<file path="config.mk">
export PLATFORM = sky130hd
export DESIGN_NAME = param_editor
export DESIGN_NICKNAME = d
export VERILOG_FILES = /design/src/rtl/param_editor.sv
export SDC_FILE = /design/constraint.sdc
export NUM_CORES = 1
export LEC_CHECK = 0
export CORE_ASPECT_RATIO = 0.9
export CORE_MARGIN = 2
export CORE_UTILIZATION = 60
export CTS_BUF_LIST = sky130_fd_sc_hd__clkbuf_8
export DETAILED_ROUTE_END_ITERATION = 10
export PLACE_DENSITY_LB_ADDON = 0.2
export SYNTH_ARGS = -nofsm -noshare
export SYNTH_HDL_FRONTEND = slang
export SYNTH_SLANG_ARGS = --single-unit
</file>
<file path="constraint.sdc">
create_clock -name clk -period 3.25 [get_ports clk]
set_input_delay 0.4875 -clock clk [delete_from_list [all_inputs] [get_ports clk]]
set_output_delay 0.4875 -clock clk [all_outputs]
set_load 0.02 [all_outputs]
</file>
<file path="src/rtl/param_editor.sv">
// Front-panel parameter editor: debounced five-button input, a 4-digit BCD value
// with committed/shadow copies, decimal-point range, edit cursor and display drive.
module param_editor #(
  parameter int unsigned DEB_CYCLES     = 250000,
  parameter int unsigned TIMEOUT_CYCLES = 500000000,
  parameter logic [15:0] INIT_VAL       = 16'h1000,
  parameter logic [1:0]  INIT_RANGE     = 2'b00
) (
  input  logic        clk,
  input  logic        rst,
  input  logic        btn_c,
  input  logic        btn_l,
  input  logic        btn_r,
  input  logic        btn_u,
  input  logic        btn_d,
  output logic [3:0]  num3_disp,
  output logic [3:0]  num2_disp,
  output logic [3:0]  num1_disp,
  output logic [3:0]  num0_disp,
  output logic [4:0]  contro,
  output logic [15:0] value_bcd,
  output logic        commit
);

  localparam int DCW = $clog2(DEB_CYCLES + 1);
  localparam int TCW = $clog2(TIMEOUT_CYCLES + 1);
  localparam logic [DCW-1:0] DEB_LAST     = DCW'(DEB_CYCLES - 1);
  localparam logic [TCW-1:0] TIMEOUT_LAST = TCW'(TIMEOUT_CYCLES - 1);

  // Bit positions inside the button vectors; higher index wins on a tie.
  localparam int B_D = 0;
  localparam int B_U = 1;
  localparam int B_R = 2;
  localparam int B_L = 3;
  localparam int B_C = 4;

  typedef enum logic { VIEW, EDIT } state_e;
  typedef enum logic [2:0] { ACT_NONE, ACT_C, ACT_L, ACT_R, ACT_U, ACT_D } act_e;

  logic [4:0]     btn_raw;
  logic [4:0]     sync_a;
  logic [4:0]     sync_b;
  logic [4:0]     deb_level;
  logic [4:0]     press;
  logic [DCW-1:0] deb_cnt [5];

  state_e         state;
  act_e           act;
  logic [15:0]    committed;
  logic [15:0]    shadow;
  logic [1:0]     dp_sel;
  logic [1:0]     cursor;
  logic [TCW-1:0] tmo_cnt;
  logic [15:0]    disp;
  logic [3:0]     cur_digit;

  assign btn_raw = {btn_c, btn_l, btn_r, btn_u, btn_d};

  // Two-flop synchronizer followed by a mismatch-run-length debouncer per button.
  always_ff @(posedge clk) begin
    if (rst) begin
      sync_a    <= '0;
      sync_b    <= '0;
      deb_level <= '0;
      press     <= '0;
      // NOTE: the counter array is small flop storage, not a RAM, so it is reset
      // like any other register.
      for (int i = 0; i < 5; i++) deb_cnt[i] <= '0;
    end else begin
      // NOTE: non-blocking assignments keep sync_b one full cycle behind sync_a.
      sync_a <= btn_raw;
      sync_b <= sync_a;
      for (int i = 0; i < 5; i++) begin
        press[i] <= 1'b0;
        if (sync_b[i] == deb_level[i]) begin
          deb_cnt[i] <= '0;
        end else if (deb_cnt[i] == DEB_LAST) begin
          deb_cnt[i]   <= '0;
          deb_level[i] <= ~deb_level[i];
          press[i]     <= ~deb_level[i];
        end else begin
          deb_cnt[i] <= deb_cnt[i] + 1'b1;
        end
      end
    end
  end

  // Same-cycle presses collapse to the single highest-priority action.
  always_comb begin
    // NOTE: the default assignment first keeps this block free of latches.
    act = ACT_NONE;
    if (press[B_C])      act = ACT_C;
    else if (press[B_L]) act = ACT_L;
    else if (press[B_R]) act = ACT_R;
    else if (press[B_U]) act = ACT_U;
    else if (press[B_D]) act = ACT_D;
  end

  assign cur_digit = shadow[{cursor, 2'b00} +: 4];

  function automatic logic [3:0] bcd_step(input logic [3:0] d, input logic up);
    if (up) return (d >= 4'd9) ? 4'd0 : d + 4'd1;
    else    return (d == 4'd0) ? 4'd9 : d - 4'd1;
  endfunction

  always_ff @(posedge clk) begin
    if (rst) begin
      state     <= VIEW;
      committed <= INIT_VAL;
      shadow    <= INIT_VAL;
      value_bcd <= INIT_VAL;
      dp_sel    <= INIT_RANGE;
      cursor    <= 2'd0;
      commit    <= 1'b0;
      tmo_cnt   <= '0;
    end else begin
      commit <= 1'b0;
      case (state)
        VIEW: begin
          case (act)
            ACT_U: if (dp_sel < 2'd2) dp_sel <= dp_sel + 1'b1;
            ACT_D: if (dp_sel != 2'd0) dp_sel <= dp_sel - 1'b1;
            ACT_C: begin
              shadow  <= committed;
              cursor  <= 2'd0;
              tmo_cnt <= '0;
              state   <= EDIT;
            end
            default: ;
          endcase
        end
        EDIT: begin
          // A press in the expiry cycle restarts the idle count instead of leaving.
          if (act != ACT_NONE) begin
            tmo_cnt <= '0;
          end else if (tmo_cnt == TIMEOUT_LAST) begin
            tmo_cnt <= '0;
            state   <= VIEW;
          end else begin
            tmo_cnt <= tmo_cnt + 1'b1;
          end
          case (act)
            ACT_L: cursor <= cursor + 1'b1;
            ACT_R: cursor <= cursor - 1'b1;
            ACT_U: shadow[{cursor, 2'b00} +: 4] <= bcd_step(cur_digit, 1'b1);
            ACT_D: shadow[{cursor, 2'b00} +: 4] <= bcd_step(cur_digit, 1'b0);
            ACT_C: begin
              committed <= shadow;
              value_bcd <= shadow;
              commit    <= 1'b1;
              state     <= VIEW;
            end
            default: ;
          endcase
        end
        default: state <= VIEW;
      endcase
    end
  end

  // Display registers follow the editor state one cycle later.
  always_ff @(posedge clk) begin
    if (rst) begin
      disp   <= INIT_VAL;
      contro <= {INIT_RANGE, 3'b000};
    end else begin
      disp   <= (state == EDIT) ? shadow : committed;
      contro <= {dp_sel, state == EDIT, cursor};
    end
  end

  assign num3_disp = disp[15:12];
  assign num2_disp = disp[11:8];
  assign num1_disp = disp[7:4];
  assign num0_disp = disp[3:0];

endmodule

</file>
==> results of run 1 <==
[how the worst max path moves through the flow]
| stage | from | depth (start not counted) | end |
|---|---|---|---|
| after floorplan | cursor[0]$_SDFFE_PP0P_ | 8 | shadow[10]$_SDFFE_PP0P_ |
| after global placement | cursor[0]$_SDFFE_PP0P_ | 8 | shadow[6]$_SDFFE_PP0P_ |
| after detailed placement | cursor[0]$_SDFFE_PP0P_ | 8 | shadow[6]$_SDFFE_PP0P_ |
| after CTS | cursor[0]$_SDFFE_PP0P_ | 8 | shadow[14]$_SDFFE_PP0P_ |
| after global routing | cursor[0]$_SDFFE_PP0P_ | 8 | shadow[1]$_SDFFE_PP0P_ |
| final | cursor[0]$_SDFFE_PP0P_ | 8 | shadow[1]$_SDFFE_PP0P_ |
[worst max-delay path, cell delays in order (launching register included)]
cell	delay (ps)
dfxtp_1	410
mux4_2	610
inv_1	120
ha_1	200
or3b_1	390
o221a_4	310
o22ai_1	300
nand3_1	130
a21oi_1	170
[layout by cell type, fill, tap and decap left out, types with 11 or more instances in the layout]
cell type | Yosys | layout
ha_1 | 14 | 14
edfxtp_1 | 90 | 90
nand3_1 | 54 | 54
xor2_1 | 65 | 65
mux2i_1 | 13 | 13
nand4_1 | 37 | 37
xnor2_1 | 47 | 47
dfxtp_1 | 108 | 108
and3_1 | 13 | 13
clkdlybuf4s50_1 | 0 | 43
inv_1 | 21 | 22
a21oi_1 | 42 | 42
nor3_1 | 16 | 16
nor2_1 | 172 | 172
clkbuf_8 | 0 | 18
nand2_1 | 99 | 99
nor4_1 | 17 | 17
nor2b_1 | 25 | 25
buf_4 | 0 | 11
conb_1 | 1 | 90
[routing by layer]
layer | track usage [%] | part of all wire, % | wire length (microns) | vias to the layer above
met5 | 0 | 0 | 0 | -
met4 | 6.25 | 1.3 | 254 | 0
met3 | 5.54 | 6.2 | 1180 | 26
met2 | 36.5 | 45 | 8610 | 217
met1 | 33.2 | 47 | 8920 | 3481
li1 | - | - | - | 3672
[logic make-up after synthesis]
kind of cell    synth area share, %
compound gates                 7.50
flops                          50.8
other cells                  0.0391
fa+ha+maj                      1.83
simple gates                   24.7
mux                            2.53
buf+inv                        2.44
xor+xnor                       10.2
[state kept, by name (all words and copies together), names as in the netlist]
name       cells
commit         1
committed     16
contro         5
cursor         2
deb_cnt       90
deb_level      5
disp          16
dp_sel         2
press          5
shadow        16
state          1
sync_a         5
sync_b         5
tmo_cnt       29
[area by class of cell]
class	instances	area, sq um
Sequential cell	198	4860
Fill cell	1195	4530
Clock inverter	14	171
Tap cell	202	253
Clock buffer	18	248
Timing Repair Buffer	55	518
Inverter	24	90.1
Multi-Input combinational cell	824	4820
[metrics by stage]
step | std cells | hold slack, ps | util (%) | setup slack, ps | area [sq um]
2_1_floorplan | 1081 | 414 | - | 636 | 9920
3_3_place_gp | 1303 | 416 | 68.0 | 644 | 10500
3_5_place_dp | 1303 | 425 | 68.0 | 567 | 10500
4_1_cts | 1335 | 419 | 70.7 | 564 | 11000
5_1_grt | 1335 | 429 | 70.7 | 378 | 11000
6_report | 1335 | 435 | 70.7 | 534 | 11000
[power by group through the flow]
stage	registers (mW)	clock network [mW]	logic, mW
4_1_cts	2.71	1.69	0.153
5_1_grt	2.72	1.78	0.179
6_report	2.71	1.65	0.157
3_3_place_gp	2.77	0	0.150
2_1_floorplan	2.76	0	0.121
3_5_place_dp	2.77	0	0.152
==> flow_metrics.py, run 1 <==
metrics = {
    "power_and_ir_drop": {
        "seq_power_share_pct": 60.0,
        "clockPowerShare_pct": 36.5,
        "power_mw": 4.52,
        "p_sw_share_pct": 22.4,
        "internal_power_mw": 3.51,
        "peakVddDrop_uv": 281,
        "power.density_nw_per_um2": 412,
        "p_comb_share_pct": 3.5,
        "switchingPower_mw": 1.01,
        "leakage_nw": 3.87,
    },
    "timing": {
        "fin_skew_ps": 8.81,
        "finalHoldViolCount": 0,
        "post-route-period-util_pct": 83.6,
        "max_freq_ghz": 0.368,
        "maxSlewViolCount": 0,
        "setup_viol": 0,
        "rsz0062_at_grt": "no",
        "setup_tns_ps": 0,
        "worst_pin_slew_ps": 859,
        "post-route-min-period_ps": 2720,
        "maxSlewHeadroom_pct": 42.2,
    },
    "synthesis": {
        "yosysSeqAreaShare_pct": 50.8,
        "synth_flop_cell": "dfxtp_1",
        "yosysUniqueCellTypes": 62,
        "synth_edf_count": 90,
        "yosys_warnings": 0,
        "synth.cell_area_sq_um": 9580,
        "synth_top_area_share_pct": 28.2,
        "avgSynthCellArea_sq_um": 9.66,
        "synth_seq_cells": 198,
        "yosysMostFrequentCell": "nor2_1",
        "yosysTopAreaCell": "edfxtp_1",
        "synthTopCellsByCount": "nor2_1, dfxtp_1, nand2_1",
        "synth_area_leaders": "edfxtp_1, dfxtp_1, nor2_1",
        "syn_inst": 992,
        "async_flop_share_pct": 0,
    },
    "clock_tree": {
        "path_clk_slew_ps": 90,
        "clock_latency_ps": 460,
        "postCtsSetupRepairBufs": 0,
        "postCtsHoldBufs": 0,
        "cts_made_buffers": 17,
        "clockBufferDepth": 2,
        "cts_resized": 0,
        "cts-root-buf": "clkbuf_8",
        "clock-sinks": 198,
        "cts_tree": "built",
        "cts-htree-levels": 4,
    },
    "grt": {
        "antenna_found_initial": 0,
        "grt_max_degree": 35,
        "grtUsageTotal_pct": 23.5,
        "grt_pass1_wl_microns": 32000,
        "gr-total-overflow": 0,
        "grt_pass1_vias": 6757,
    },
    "worst_hold_path": {
        "min_to": "deb_level[1]$_SDFFE_PP0N_",
        "min_path_cells": 2,
        "hp-class": "input port to flip-flop",
        "min_from": "rst",
    },
    "detailed_routing": {
        "drtAntennaViolNets": 0,
        "vias": 7396,
        "route.detailed.drc": 0,
        "drtIter0Drc": 782,
        "wl_per_cell_microns": 14.2,
        "routed_wl_microns": 19000,
        "vias_per_cell": 5.54,
        "drt_pass1_iterations": 5,
    },
    "floorplan": {
        "coreArea_sq_um": 15500,
        "rows": 43,
        "die_h_microns": 124,
        "dieArea_sq_um": 17000,
        "io_pins": 45,
        "initial_core_util_pct": 61.8,
        "die_x_microns": 137,
    },
    "setup_path": {
        "critical_path_required_ps": 3640,
        "worstRegToRegCells": 8,
        "path_class": "flip-flop to flip-flop",
        "end_kind": "flip-flop",
        "r2r_end": "shadow[1]$_SDFFE_PP0P_",
        "critPathArrivalTime_ps": 3110,
        "worstPathMaxFanout": 7,
        "regToRegSetupSlack_ps": 530,
        "r2r_start": "cursor[0]$_SDFFE_PP0P_",
        "worst_setup_path_start_kind": "flip-flop",
    },
    "cells_and_area": {
        "diodes": 0,
        "drive_gt1_share_pct": 5.21,
        "finalNetCount": 1141,
        "syn2layout_area_growth_pct": 14.4,
    },
    "flow_run": {
        "cap_violations": 0,
    },
    "placed_design": {
        "port-buffer-count": 44,
        "place_congestion": 0.916,
        "dp_hpwl_microns": 13100,
    },
    "run_status": {
        "status": "complete, no violations",
    },
}
Note: power is estimated with default switching activity, not from simulation.
==> inputs of run 2 (changes only) <==
- CORE_UTILIZATION: 60 -> 57
- clock period: 3.25 -> 2.2 ns (I/O delays scaled with it)
==> run 2 against run 1 <==
Compared with the run above:
- the flow now finishes with violations (negative setup slack)
- sequential power is 48% higher
- register-to-register slack worse by 840 ps
- non-clock buffer count is 44 higher
- via count increased by 0.72%
- sequential cell count unchanged
- maximum frequency rose by 8.3%
- die area increased by 5.1%
- critical path type unchanged
- largest cell class is now multi-input combinational cells
- highest routed layer unchanged
==> flow_metrics.py, run 2 (same netlist as run 1, synthesis figures left out) <==
metrics = {
    "setup_path": {
        "critical_path_required_ps": 2600,
        "worst_setup_path_start_kind": "flip-flop",
        "crit_chain": "mux4_2, inv_2, ha_4, or3b_4, o221a_4, o311ai_4, nand3_1, a31oi_1",
        "path_class": "flip-flop to flip-flop",
        "worstPathMaxFanout": 4,
        "end_kind": "flip-flop",
        "cp_top_family": "compound AO/OA/AOI/OAI gates",
        "max_stage_delay_ps": 520,
        "regToRegSetupSlack_ps": -310,
        "r2r_start": "cursor[0]$_SDFFE_PP0P_",
        "worst-path-buf-inv": 1,
        "r2r_end": "shadow[10]$_SDFFE_PP0P_",
        "critPathArrivalTime_ps": 2910,
        "worstRegToRegCells": 8,
        "cpMaxStageDelayCell": "mux4_2",
    },
    "placed_design": {
        "dp_cells": 1345,
        "place_congestion": 0.925,
        "dp_hpwl_microns": 13600,
        "detailedPlace.worstSlack_ps": -280,
        "port-buffer-count": 44,
    },
    "power_and_ir_drop": {
        "p_comb_share_pct": 3.7,
        "switchingPower_mw": 1.56,
        "seq_power_share_pct": 60.2,
        "internal_power_mw": 5.09,
        "p_sw_share_pct": 23.4,
        "power_mw": 6.65,
        "clockPowerShare_pct": 36.2,
        "power.density_nw_per_um2": 583,
        "peakVddDrop_uv": 588,
        "leakage_nw": 4.11,
    },
    "cells_and_area": {
        "largest_reg_flops": 90,
        "regMostFlops": "deb_cnt",
        "drive_gt1_share_pct": 10.1,
        "fillers": 1267,
        "finalNetCount": 1185,
        "syn2layout_area_growth_pct": 19.1,
        "layout_common_cells": "nor2_1, dfxtp_1, nand2_1, edfxtp_1, conb_1",
        "top_regs": "deb_cnt x90, tmo_cnt x29",
        "fin_cells": 1384,
        "layout_commonest_cell": "nor2_1",
        "fin_util_pct": 70.0,
        "diodes": 0,
    },
    "timing": {
        "worst_pin_slew_ps": 771,
        "fin_ws_ps": -309,
        "rsz0062_at_grt": "yes",
        "post-route-min-period_ps": 2510,
        "post-route-period-util_pct": 114,
        "finalHoldViolCount": 0,
        "fin_skew_ps": 9.13,
        "maxSlewViolCount": 0,
        "hold_slack_ps": 327,
        "maxSlewHeadroom_pct": 48.4,
        "max_freq_ghz": 0.399,
        "setup_viol": 16,
    },
    "clock_tree": {
        "clock_latency_ps": 470,
        "cts_made_buffers": 17,
        "cts_tree": "built",
        "clock-sinks": 198,
        "clockBufferDepth": 2,
        "cts-root-buf": "clkbuf_8",
        "cts-htree-levels": 4,
        "path_clk_slew_ps": 100,
    },
    "run_status": {
        "status": "finished, violations left",
        "failed_checks": "negative setup slack",
    },
    "floorplan": {
        "dieArea_sq_um": 17900,
        "initial_core_util_pct": 58.8,
        "rows": 44,
        "io_pins": 45,
        "die_x_microns": 141,
        "coreArea_sq_um": 16300,
        "die_h_microns": 127,
    },
    "detailed_routing": {
        "drtIter0Drc": 557,
        "vias": 7449,
        "drtAntennaViolNets": 0,
        "drt_pass1_iterations": 5,
        "routed_wl_microns": 19700,
        "vias_per_cell": 5.38,
        "wl_per_cell_microns": 14.3,
        "route.detailed.drc": 0,
    },
    "grt": {
        "grt_pass1_vias": 7130,
        "antenna_found_initial": 0,
        "gr-total-overflow": 0,
        "grtUsageTotal_pct": 22.8,
        "grt_pass1_wl_microns": 33000,
        "grt_max_degree": 33,
    },
    "worst_hold_path": {
        "min_path_cells": 2,
        "min_to": "deb_level[3]$_SDFFE_PP0N_",
        "min_from": "rst",
        "hp-class": "input port to flip-flop",
    },
    "flow_run": {
        "cap_violations": 0,
    },
}
[run 2: cell count changes in the layout (fill, tap and decap cells not counted), sizes merged]
cell / delta
buf: +44
clkinv: +3
bufinv: -1
clkinvlp: -1
inv: -1
[run 2: how the worst max path moves through the flow]
stage                      startpoint                       to  slack (ps)  cells after the start
2_1_floorplan  cursor[0]$_SDFFE_PP0P_   shadow[6]$_SDFFE_PP0P_        -250                      8
3_3_place_gp   cursor[0]$_SDFFE_PP0P_  shadow[10]$_SDFFE_PP0P_        -260                      8
4_1_cts        cursor[0]$_SDFFE_PP0P_  shadow[10]$_SDFFE_PP0P_        -280                      8
5_1_grt        cursor[0]$_SDFFE_PP0P_   shadow[6]$_SDFFE_PP0P_        -400                      8
3_5_place_dp   cursor[0]$_SDFFE_PP0P_   shadow[6]$_SDFFE_PP0P_        -280                      8
6_report       cursor[0]$_SDFFE_PP0P_  shadow[10]$_SDFFE_PP0P_        -310                      8
[run 2: layout make-up]
cell class                      instances  area, sq um  share of cell area (%)
Clock buffer                           18          248                    2.17
Multi-Input combinational cell        824         4900                    42.9
Inverter                               24         90.1                   0.790
Clock inverter                         14          168                    1.47
Timing Repair Buffer                   99          877                    7.69
Tap cell                              207          259                    2.27
Sequential cell                       198         4870                    42.7
[run 2: power groups by stage]
stage | clock network (mW) | registers, mW | logic (mW)
final | 2.41 | 4.00 | 0.244
after global routing | 2.60 | 4.02 | 0.277
after CTS | 2.46 | 4.00 | 0.240
after detailed placement | 0 | 4.09 | 0.238
after global placement | 0 | 4.08 | 0.235
after floorplan | 0 | 4.07 | 0.179
[run 2: worst register-to-register path, cell delays in order, from the launching register on]
cell,delay (ps)
dfxtp_4,370
mux4_2,520
inv_2,120
ha_4,140
or3b_4,370
o221a_4,310
o311ai_4,320
nand3_1,110
a31oi_1,190
[run 2: what timing repair did]
action	CTS	global route
pin swaps	12	4
buffers inserted	6	1
setup endpoints to repair	16	18
hold buffers	0	0
gates resized for setup	11	3
cloned	0	0
[run 2: layer usage]
metal | up-vias | GRT usage (%) | share of wire (%) | routed length, microns
li1 | 3752 | - | - | -
met2 | 206 | 35.4 | 44 | 8770
met5 | - | 0 | 0 | 0
met1 | 3457 | 32.0 | 49 | 9590
met4 | 0 | 8.41 | 1.9 | 384
met3 | 34 | 4.50 | 5.0 | 989
[run 2: per-stage QoR]
| step | TNS [ps] | instance area, sq um |
|---|---|---|
| 2_1_floorplan | -2200 | 9940 |
| 3_3_place_gp | -2770 | 10900 |
| 3_5_place_dp | -3320 | 10900 |
| 4_1_cts | -2920 | 11400 |
| 5_1_grt | -4780 | 11400 |
| 6_report | -3450 | 11400 |
